<file path="src/rtl/spi_pkg.sv">
// Shared types and constants for the SPI Mode 0 controller.
package spi_pkg;

  typedef enum logic [2:0] {
    IDLE,
    SETUP,
    SCK_HI,
    SCK_LO,
    HELD,
    GAP
  } spi_ctl_state_t;

  // Mode 0: SCK idles low; CS is active low
  localparam logic SPI_CPOL    = 1'b0;
  localparam logic SPI_CS_IDLE = 1'b1;

endpackage

</file>
<file path="src/rtl/spi_clk_div.sv">
// Loadable half-period down-counter; tick_c marks the last cycle of a half-period.
module spi_clk_div #(
  parameter int unsigned SCK_DIV = 2
) (
  input  logic clk_i,
  input  logic reset_i,
  input  logic load,
  output logic tick_c
);

  localparam int unsigned CNT_W = $clog2(SCK_DIV + 1);
  localparam logic [CNT_W-1:0] RELOAD = CNT_W'(SCK_DIV - 1);

  logic [CNT_W-1:0] cnt_q;

  // Saturates at zero so an idle divider keeps ticking harmlessly
  always_ff @(posedge clk_i or posedge reset_i) begin
    if (reset_i) begin
      cnt_q <= '0;
    end else if (load) begin
      cnt_q <= RELOAD;
    end else if (cnt_q != '0) begin
      cnt_q <= cnt_q - CNT_W'(1);
    end
  end

  assign tick_c = (cnt_q == '0);

endmodule

</file>
<file path="src/rtl/spi_controller.sv">
// SPI Mode 0 controller: word-level valid/ready request port to SPI pins,
// MSB-first, with optional CS hold between back-to-back words.
module spi_controller
  import spi_pkg::*;
#(
  parameter int unsigned DATA_WIDTH = 8,
  parameter int unsigned SCK_DIV    = 2
) (
  input  logic                  clk_i,
  input  logic                  reset_i,
  input  logic                  start_i,
  input  logic                  hold_cs_i,
  input  logic                  release_i,
  input  logic [DATA_WIDTH-1:0] data_i,
  output logic                  ready_o,
  output logic [DATA_WIDTH-1:0] data_o,
  output logic                  done_o,
  output logic                  spi_cs_no,
  output logic                  spi_sck_o,
  output logic                  spi_sd_o,
  input  logic                  spi_sd_i
);

  localparam int unsigned BIT_W = $clog2(DATA_WIDTH);
  localparam logic [BIT_W-1:0] LAST_IDX = BIT_W'(DATA_WIDTH - 1);

  spi_ctl_state_t state_q, state_nxt;

  logic [DATA_WIDTH-1:0] tx_q, rx_q;
  logic [BIT_W-1:0]      bit_cnt_q;
  logic                  hold_q;

  logic tick_c, load_c, accept_c, last_bit_c;
  logic rise_c, fall_c;
  logic cs_d, sck_d, ready_d, done_d;

  spi_clk_div #(.SCK_DIV(SCK_DIV)) u_clk_div (
    .clk_i   (clk_i),
    .reset_i (reset_i),
    .load    (load_c),
    .tick_c  (tick_c)
  );

  assign last_bit_c = (bit_cnt_q == '0);

  // State register
  always_ff @(posedge clk_i or posedge reset_i) begin
    if (reset_i) state_q <= IDLE;
    else         state_q <= state_nxt;
  end

  // Next-state logic; in HELD a start takes priority over release
  always_comb begin
    state_nxt = state_q;
    accept_c  = 1'b0;
    case (state_q)
      IDLE: begin
        if (start_i) begin
          state_nxt = SETUP;
          accept_c  = 1'b1;
        end
      end
      SETUP:  if (tick_c) state_nxt = SCK_HI;
      SCK_HI: begin
        if (tick_c) begin
          if (last_bit_c) state_nxt = hold_q ? HELD : GAP;
          else            state_nxt = SCK_LO;
        end
      end
      SCK_LO: if (tick_c) state_nxt = SCK_HI;
      HELD: begin
        if (start_i) begin
          state_nxt = SETUP;
          accept_c  = 1'b1;
        end else if (release_i) begin
          state_nxt = GAP;
        end
      end
      GAP:     if (tick_c) state_nxt = IDLE;
      default: state_nxt = IDLE;
    endcase
  end

  // Output/strobe decode from the upcoming state, registered below
  always_comb begin
    load_c  = (state_nxt != state_q);
    rise_c  = (state_nxt == SCK_HI) && (state_q != SCK_HI);
    fall_c  = (state_q == SCK_HI) && (state_nxt == SCK_LO);
    done_d  = (state_q == SCK_HI) && tick_c && last_bit_c;
    cs_d    = ((state_nxt == IDLE) || (state_nxt == GAP)) ? SPI_CS_IDLE : ~SPI_CS_IDLE;
    sck_d   = (state_nxt == SCK_HI) ? ~SPI_CPOL : SPI_CPOL;
    ready_d = (state_nxt == IDLE) || (state_nxt == HELD);
  end

  always_ff @(posedge clk_i or posedge reset_i) begin
    if (reset_i) begin
      spi_cs_no <= SPI_CS_IDLE;
      spi_sck_o <= SPI_CPOL;
      ready_o   <= 1'b1;
      done_o    <= 1'b0;
    end else begin
      spi_cs_no <= cs_d;
      spi_sck_o <= sck_d;
      ready_o   <= ready_d;
      done_o    <= done_d;
    end
  end

  // Shift registers and bit counter; SDO keeps the last bit after the word
  always_ff @(posedge clk_i or posedge reset_i) begin
    if (reset_i) begin
      tx_q      <= '0;
      rx_q      <= '0;
      bit_cnt_q <= '0;
      hold_q    <= 1'b0;
      data_o    <= '0;
    end else begin
      if (accept_c) begin
        tx_q      <= data_i;
        bit_cnt_q <= LAST_IDX;
        hold_q    <= hold_cs_i;
      end
      if (rise_c) rx_q <= {rx_q[DATA_WIDTH-2:0], spi_sd_i};
      if (fall_c) begin
        tx_q      <= {tx_q[DATA_WIDTH-2:0], 1'b0};
        bit_cnt_q <= bit_cnt_q - BIT_W'(1);
      end
      if (done_d) data_o <= rx_q;
    end
  end

  assign spi_sd_o = tx_q[DATA_WIDTH-1];

endmodule

</file>
<file path="config.mk">
export PLATFORM = sky130hd
export DESIGN_NAME = spi_controller
export DESIGN_NICKNAME = d
export VERILOG_FILES = /design/src/rtl/spi_pkg.sv /design/src/rtl/spi_clk_div.sv /design/src/rtl/spi_controller.sv
export SDC_FILE = /design/constraint.sdc
export NUM_CORES = 1
export LEC_CHECK = 0
export ABC_AREA = 1
export BUFFER_PORTS_ARGS = -buffer_cell sky130_fd_sc_hd__buf_2
export CAP_MARGIN = 20
export CORE_MARGIN = 2
export CORE_UTILIZATION = 30
export DETAILED_ROUTE_END_ITERATION = 7
export SETUP_SLACK_MARGIN = 0.02
export SLEW_MARGIN = 25
export SYNTH_ARGS = -nofsm -noshare
export SYNTH_HDL_FRONTEND = slang
export SYNTH_SLANG_ARGS = --single-unit
</file>
<file path="constraint.sdc">
create_clock -name clk_i -period 1.7 [get_ports clk_i]
set_clock_uncertainty 0.1 [all_clocks]
set_input_delay 0.255 -clock clk_i [delete_from_list [all_inputs] [get_ports clk_i]]
set_output_delay 0.255 -clock clk_i [all_outputs]
set_load 0.01 [all_outputs]
</file>
# --- Word level (Yosys, flattened, before mapping) ---
# Cells that the tools add are included.
classes:
  n_eq_ne: 11
  n_addsub: 2
  n_reduce_logical: 15
  n_mux: 19
op_table:
  columns: ["cell", "n"]
  rows:
  - ["3-bit 2-to-1 mux", 9]
  - ["8-bit 2-to-1 mux", 2]
  - ["3-bit one-hot mux with 5 select lines", 1]
  - ["3-bit by 2-bit == test with 1-bit output, second input constant", 4]
  - ["3-bit == test, second input constant", 4]
  - ["3-bit zero test", 3]
  - ["2-bit nonzero test", 3]
  - ["1-bit 2-to-1 mux", 5]
  - ["1-bit logical AND", 4]
  - ["2-bit 2-to-1 mux", 2]
  - ["2-bit OR reduction", 2]
  - ["3-bit by 1-bit == test with 1-bit output, second input constant", 1]
  - ["3-bit by 2-bit inequality test with 1-bit output, second input constant", 1]
  - ["3-bit inequality test", 1]
  - ["3-bit by 1-bit subtractor with 3-bit output, second input constant", 1]
  - ["2-bit zero test", 1]
  - ["1-bit logical OR", 2]
  - ["2-bit by 1-bit subtractor with 2-bit output, second input constant", 1]
totals:
  elab_cells: 58
  register_bits: 37
  out_inout_bits: 13

# --- Logic depth before layout (Yosys ltp) ---
# Gate-level depths: netlist of run 1.
logic_depth:
  word_depth: 7
  mapped_depth: 12
  ltp_nobuf: 11

# --- Hierarchy ---
# A second synthesis of run 1 with hierarchy kept.
unflattened:
  cells_unflattened: 210
  area_unflattened_um2: 1775.5
by_module_without_submodules:
  columns: ["module", "area_per_inst_um2", "n_inst", "cells_each"]
  rows:
  - ["spi_controller", 1664.1, 1, 195]
  - ["spi_clk_div", 111.4, 1, 15]

# --- Worst setup path after synthesis of run 1 ---
# OpenSTA, ideal clock, no wires.
synth_timing:
  path_kind: "register to register"
  from: "register bit_cnt_q[0]"
  to: "register rx_q[0]"
  setup_ns: 0.117
  t_required_ns: 1.483
  arrival_ns: 1.408
  path_stages_with_launch: 13
  slack_ns: 0.074
  path_buffers: 1
  cell_sequence: "dfrtp_1 > inv_1 > ha_1 > nand3_1 > nand2_1 > nand2_1 > nand2_1 > nand2_2 > buf_4 > nand2_2 > nand3_2 > nand2_1 > nand2_1"
synth_via:
  elab_chain_cells: 6
synth_lines:
  columns: ["element", "line", "rtl"]
  rows:
  - ["start: declaration", "spi_controller.sv:30", "logic [BIT_W-1:0] bit_cnt_q;"]
  - ["start signal: assignment", "spi_controller.sv:126", "bit_cnt_q <= bit_cnt_q - BIT_W'(1);"]
  - ["3-bit zero test", "spi_controller.sv:44", "assign last_bit_c = (bit_cnt_q == '0);"]
  - ["3-bit 2-to-1 mux", "spi_controller.sv:66", "if (last_bit_c) state_nxt = hold_q ? HELD : GAP;"]
  - ["3-bit 2-to-1 mux", "spi_controller.sv:65", "if (tick_c) begin"]
  - ["3-bit one-hot mux with 5 select lines", "spi_controller.sv:56", "case (state_q)"]
  - ["3-bit by 2-bit == test with 1-bit output", "spi_controller.sv:87", "rise_c = (state_nxt == SCK_HI) && (state_q != SCK_HI);"]
  - ["1-bit logical AND", "spi_controller.sv:87", null]
  - ["end signal: assignment", "spi_controller.sv:123", "if (rise_c) rx_q <= {rx_q[DATA_WIDTH-2:0], spi_sd_i};"]
  - ["end: declaration", "spi_controller.sv:29", "logic [DATA_WIDTH-1:0] tx_q, rx_q;"]
# No other way between the ends.
# A chain may end at the register's enable or synchronous reset.

# --- Worst setup path after layout of run 1 ---
layout_timing:
  from: "register bit_cnt_q[1]"
  to: "register tx_q[7]"
layout_via:
  elab_chain_cells: 7
  word_cells_on_any_way: 8
  classes_between: "eq/ne: 1; mux: 4; reduce/logical: 3"
layout_lines:
  columns: ["element", "line", "rtl"]
  rows:
  - ["3-bit zero test (*)", "spi_controller.sv:44", null]
  - ["3-bit 2-to-1 mux (*)", "spi_controller.sv:66", null]
  - ["3-bit 2-to-1 mux (*)", "spi_controller.sv:65", null]
  - ["3-bit one-hot mux with 5 select lines (*)", "spi_controller.sv:56", null]
  - ["3-bit by 2-bit == test with 1-bit output (*)", "spi_controller.sv:88", "fall_c = (state_q == SCK_HI) && (state_nxt == SCK_LO);"]
  - ["1-bit logical AND (*)", "spi_controller.sv:88", null]
  - ["8-bit 2-to-1 mux or 2-bit nonzero test (tied branches)", null, null]
  - ["end signal: assignment", "spi_controller.sv:119", "tx_q <= data_i;"]
  - ["end signal: assignment", "spi_controller.sv:125", "tx_q <= {tx_q[DATA_WIDTH-2:0], 1'b0};"]
  - ["end: declaration", "spi_controller.sv:29", null]
# Every way passes the cells marked *; elsewhere a longest branch is shown, timed or not.

==> results of run 1 <==
-- cells by family after synthesis --
kind of cell,after synthesis
compound gates,5
xor+xnor,1
fa+ha+maj,3
buf+inv,33
flops,37
simple gates,147
-- path summary, 6_finish.rpt --
kind / endpoint / cells after the start
worst max-delay path: tx_q[7] / 12
worst min-delay path: hold_q / 3
max in group asynchronous: spi_cs_no / 4
worst min register to register: data_o[4] / 2
min in group asynchronous: state_q[2] / 4
worst max register to register: tx_q[7] / 12
-- report_power, final --
| group | total [mW] | internal (mW) | leakage, nW | switching (mW) |
|---|---|---|---|---|
| registers | 1.42 | 1.20 | 0.471 | 0.223 |
| logic | 1.87 | 0.778 | 0.781 | 1.09 |
| clock network | 0.773 | 0.439 | 0.0543 | 0.334 |
-- metal layers --
layer,GRT usage (%),vias up,wire length [microns]
li1,-,805,-
met4,5.37,0,77
met5,0,-,0
met2,19.6,25,1800
met1,15.1,722,1940
met3,2.78,6,115
-- registers in the layout, summed over array words and instances, names as in the netlist, 2 cells and up --
name and cells:
u_clk_div.cnt_q 2, rx_q 8, data_o 8, tx_q 8, bit_cnt_q 3, state_q 3
-- worst max-delay path, stage by stage (launching register included) --
cell and delay, ps:
dfrtp_1 390, inv_2 90, ha_4 150, nand3_2 50, nand2_1 60, nand2_1 60, nand2_1 90, nand2_2 90
nand3_4 140, buf_6 150, nand2_4 40, nand2_2 50, nand2_1 40
-- synthesized netlist by cell type, types with 4 or more instances --
cell      n  area, sq um
nor2_1    8         30.0
nand4_1  18          113
nand2_1  96          360
nand3_2   9         90.1
buf_6     4         45.0
inv_2     4         15.0
nand3_1   7         35.0
dfrtp_1  35          876
nand2_2   4         25.0
inv_1    19         71.3
-- through the flow --
stage | std cells | setup slack (ps) | util (%)
5_1_grt | 347 | -8.02 | 40.5
3_3_place_gp | 334 | -1.74 | 35.9
2_1_floorplan | 226 | 74.4 | -
3_5_place_dp | 334 | -88.9 | 35.9
6_report | 347 | 90.1 | 40.5
4_1_cts | 345 | 34.6 | 38.5
-- layout make-up --
type                    instances  area [sq um]
repair buffers                 44           309
clock buffers                   5          68.8
well taps                      75          93.8
multi-input cells             156           873
inverters                      27           109
clock inverters                 3          46.3
fillers                       608          3560
flip-flops and latches         37           928
-- repair_timing --
| action | CTS | global route |
|---|---|---|
| pin swaps | 0 | 12 |
| endpoints found under the setup margin | 21 | 32 |
| hold endpoints to repair | 35 | 0 |
| buffers inserted | 2 | 1 |
| hold buffers | 1 | 0 |
| resized for setup | 1 | 25 |
| gates cloned | 0 | 1 |
==> summary.md, run 1 <==
| Metric | Value |
|---|---|
| Most common cell after layout, fill and taps aside | nand2_1 |
| IO Pins | 27 |
| Placed Instance Area | 2150 sq um |
| Min Hold Slack | slightly below 90 ps |
| Initial antenna violation count | 0 |
| Synthesized-area fraction occupied by adder cells | 1.99% |
| Xor/xnor cell area share of the yosys netlist | 0.464% |
| RSZ-0062 raised after global routing | yes |
| Count of endpoints failing setup in the final report | 0 |
| Data arrival time of the worst path | ~1700 ps |
| Most frequent cells in the layout | nand2_1, dfrtp_1, buf_2, nand4_1, inv_1 |
| Max clock buf depth | 2 |
| Multiplexer share of the synthesized area | 0% |
| Post-DR vias/cell | 4.49 |
| Post-Syn Area per Cell | roughly 8.4 sq um |
| Register-to-register path setup slack | 90 ps |
| Clock-pin slew of the registers on the worst-case setup and hold paths | 80 ps |
| Total CTS buffers | 5 |
| Crit. Startpoint | bit_cnt_q[1] |
| First-pass DRT Iterations | 4 |
| Worst voltage drop across the vdd grid | around 0.00062 V |
| Leak pwr | 1.31 nW |
| Number of enable flip-flop cells after synthesis | 0 |
| Shortest period the worst path allows | roughly 1600 ps |
| Site row count | 28 |
| Critical path start-end classification | flip-flop to flip-flop |
| Status | completed |
| Post-route antenna net violation count | 0 |
| Register area share after synthesis | between 40% and 50% |
| Number of global-route vias before repair | 1508 |
| Compound-cell area share of the yosys netlist | around 1.3% |
| Average routed wire per standard cell | 11.3 microns |
| Startpoint of the worst-slack reg-to-reg timing path | bit_cnt_q[1] |
| Design area | ~2400 sq um |
| Synthesis-stage register bit count | 37 |
| First-pass GRT wire length | ~6800 microns |
| Layout Area Growth over Synthesis | 28.6% |
| Wire length reported by the detailed router | 3930 microns |
| Synthesized netlist cell count | 226 |
| Count of unique library cells instantiated by Yosys | 23 |
| Synthesis Warnings | 0 |
| Effective utilization at floorplan | 31.5% |
| Global placer's final weighted congestion | 0.787 |
| Residual DRC | 0 |
| Clk sinks | 37 |
| Simple-gate portion of the synthesized area | 38.2% |
| Max-slew violations | 0 |
| HPWL after detailed placement | 2680 microns |
| Die boundary height | 83.3 microns |
| Max Clk Rate | approximately 620 MHz |
| Cell at the root of the clock tree | clkbuf_8 |
| Required time of the critical path | 1790 ps |
| Hold Violations, Final | 0 |
| Overall power of the completed layout | ~4.1 mW |
| Setup TNS Final | 0 ps |
| Pin slew with the least headroom to its limit | 474 ps |
| Port bufs | 26 |
| Hold Path Class | input port to flip-flop |
| Starting DRT DRC Count | 111 |
| Largest family of logic cells by synthesized area | simple AND/OR/NAND/NOR gates |
| Number of nets in the finished design | 288 |
| Critical Path Sink Type | flip-flop |
| Top FF cell, synth | dfrtp_1 |
| Total die area | 6940 sq um |
| GRT Util Overall | 12.0% |
| Ratio of final minimum period to clock period | between 90% and 100% |
| Biggest fanout along the worst timing path | 5 |
| Total global routing overflow | 0 |
| Placeable core region | 5990 sq um |
| Proportion of layout cells with a drive suffix above 1 | about a third |
| Net count of the mapped netlist | between 200 and 250 |
| Critical Path Start Type | flip-flop |
| Depth of the CTS H-tree | 2 |
| Fraction of synthesis flops using an asynchronous set or reset pin | 100% |
| Chip width | 83.3 microns |
| CTS tree | yes |
| Number of vias after detailed routing | 1558 |
| # Max-Cap Violations | 0 |
| Maximum number of pins on one net before global-route repair | 38 |
| Start point of the worst hold path | hold_cs_i |
| N_diodes | 0 |
| Cell Pwr Density | 1670 nW/um^2 |
| Slew margin rel. | 68.4% |
| Clock latency on the worst-skew pair | 290 ps |
| Combined area of all synthesized cells | 1890 sq um |
Power figures use the tool's default switching activity.
==> run 2: changes to the inputs <==
CTS_BUF_LIST = sky130_fd_sc_hd__clkbuf_2   (was not set)
SLEW_MARGIN = not set   (was 25)
==> run 2 against run 1 <==
- worst hold slack got worse by 36 ps
- utilization fell by 0.19 points
- first-iteration DRC count fell by 12%
- setup slack got worse by 22 ps
- total power fell by 5.0%
- die area did not move
- final area fell by 0.46%
- final cell count rose by 1.2%
- register-to-register slack got worse by 20 ps
- global-route usage barely moved
- critical path type unchanged
==> summary.md, run 2 (synthesized netlist as in run 1, its figures left out) <==
| Metric | Value |
|---|---|
| Cell Pwr Density | 1600 nW/um^2 |
| Amount of wire on met3 after detailed routing | ~91 microns |
| Clk sinks | 37 |
| Total global routing overflow | 0 |
| Number of nets in the finished design | 291 |
| First-pass GRT wire length | 6870 microns |
| Placed Instances | 334 |
| Relative contribution of the clock network to total power | around 14% |
| Clock-pin slew of the registers on the worst-case setup and hold paths | 200 ps |
| Largest registers | data_o (8), rx_q (8), tx_q (8) |
| Chip width | between 80 and 90 microns |
| Clock latency on the worst-skew pair | 380 ps |
| Count of placed standard cells in the final layout, fillers left out | approximately 350 |
| First-pass DRT Iterations | 4 |
| Hold path endpoint | tx_q[4] |
| # Max-Cap Violations | 0 |
| Leak pwr | between 1 and 1.5 nW |
| Die boundary height | about 83 microns |
| Status | completed |
| Slew margin rel. | 69.1% |
| Top Metal Used | met4 |
| Effective utilization at floorplan | 31.5% |
| Shortest period the worst path allows | 1630 ps |
| Hold Violations, Final | 0 |
| Final Util | 40.4% |
| Hold Path Class | input port to flip-flop |
| Net Sw Frac | 42.0% |
| Residual DRC | 0 |
| Pin slew with the least headroom to its limit | approximately 460 ps |
| Most frequent cells in the layout | nand2_1, dfrtp_1, buf_2, nand4_1, inv_1 |
| Post-route antenna net violation count | 0 |
| Most common cell after layout, fill and taps aside | nand2_1 |
| Layout Area Growth over Synthesis | 28.0% |
| Ratio of final minimum period to clock period | 96.0% |
| Total die area | 6940 sq um |
| WHS Path Cells | 5 |
| Placeable core region | roughly 6000 sq um |
| Int Pwr | 2.24 mW |
| Required time of the critical path | 1880 ps |
| Max-slew violations | 0 |
| CTS tree | yes |
| Initial antenna violation count | 1 |
| Total net switching power | 1.62 mW |
| Average routed wire per standard cell | 11.0 microns |
| Critical register-to-register path endpoint | tx_q[1] |
| Proportion of layout cells with a drive suffix above 1 | 34.5% |
| Met2 layer wire length in the routed design | 1860 microns |
| Min Hold Slack | slightly above 50 ps |
| Starting DRT DRC Count | 98 |
| Number of vias after detailed routing | 1573 |
| RSZ-0062 raised after global routing | yes |
| Logic gate share of total power | 48.8% |
| Worst voltage drop across the vdd grid | 0.000703 V |
| Post-DR vias/cell | 4.48 |
| Max Clk Rate | 613 MHz |
| Start point of the worst hold path | data_i[4] |
| Data arrival time of the worst path | 1810 ps |
| HPWL after detailed placement | 2680 microns |
| Startpoint of the worst-slack reg-to-reg timing path | bit_cnt_q[1] |
| Number of cells on the worst reg-to-reg path | 12 |
| Routed length on met1 | roughly 1900 microns |
| Critical Path Sink Type | flip-flop |
| Biggest fanout along the worst timing path | 6 |
| Port bufs | 26 |
| Overall power of the completed layout | 3.86 mW |
| Number of global-route vias before repair | 1561 |
| Maximum number of pins on one net before global-route repair | 38 |
| Max clock buf depth | 2 |
| Count of endpoints failing setup in the final report | 0 |
| Depth of the CTS H-tree | 2 |
| Wire length reported by the detailed router | 3880 microns |
| GRT Util Overall | 12.0% |
| Critical path start-end classification | flip-flop to flip-flop |
| Sequential Power Share | 36.7% |
| IO Pins | 27 |
| Total CTS buffers | 5 |
| Setup TNS Final | 0 ps |
| Cell at the root of the clock tree | clkbuf_2 |
| Critical Path Start Type | flip-flop |
| Global placer's final weighted congestion | approximately 0.79 |
| Register-to-register path setup slack | 70 ps |
| Site row count | 28 |
## run 2: per-layer routing
| metal | vias up | GRT usage [%] |
|---|---|---|
| met5 | - | 0 |
| met4 | 0 | 6.41 |
| met3 | 2 | 1.69 |
| met2 | 25 | 20.2 |
| met1 | 735 | 14.9 |
| li1 | 811 | - |
## run 2: power by group through the flow
stage	combinational, mW	sequential [mW]	clock, mW
6_report	1.88	1.42	0.558
5_1_grt	2.13	1.46	0.625
4_1_cts	1.70	1.41	0.584
3_5_place_dp	1.64	1.43	0
3_3_place_gp	1.60	1.43	0
2_1_floorplan	1.24	1.41	0
## run 2: final cells by class
| cell class | count | area [sq um] |
|---|---|---|
| antenna | 1 | 2.50 |
| fill | 618 | 3570 |
| tap | 75 | 93.8 |
| sequential | 37 | 928 |
| clock buffer | 5 | 25.0 |
| multi-input combinational | 156 | 868 |
| clock inverter | 3 | 46.3 |
| timing repair buffer | 47 | 340 |
| inverter | 27 | 113 |
## run 2: how the worst max path moves through the flow
| stage | slack (ps) | to | start |
|---|---|---|---|
| floorplan | 70 | rx_q[0] | bit_cnt_q[0] |
| global placement | -2 | bit_cnt_q[1] | u_clk_div.cnt_q[0] |
| detailed placement | -90 | bit_cnt_q[2] | u_clk_div.cnt_q[0] |
| CTS | 30 | tx_q[1] | u_clk_div.cnt_q[0] |
| global route | -30 | tx_q[4] | bit_cnt_q[0] |
| finish | 70 | tx_q[1] | bit_cnt_q[1] |
## run 2: through the flow
stage / instance area [sq um] / setup slack, ps
2_1_floorplan: 1890 / 74.4
3_3_place_gp: 2150 / -1.74
3_5_place_dp: 2150 / -88.9
4_1_cts: 2290 / 30.4
5_1_grt: 2420 / -26.6
6_report: 2420 / 67.7
## run 2: worst max-delay path: stages, from the launching register on
cell,delay (ps)
dfrtp_1,430
inv_2,90
ha_4,150
nand3_2,60
nand2_1,60
nand2_1,60
nand2_1,90
nand2_2,90
nand3_4,140
buf_12,130
nand2_4,40
nand2_2,40
nand2_1,50
## run 2: repair_timing
item / 4_1_cts / 5_1_grt
hold buffers: 3 / 0
setup endpoints to repair: 19 / 27
buffers inserted: 2 / 2
pin swaps: 0 / 13
gates resized for setup: 2 / 25
cloned: 0 / 1
hold endpoints to repair: 37 / 0
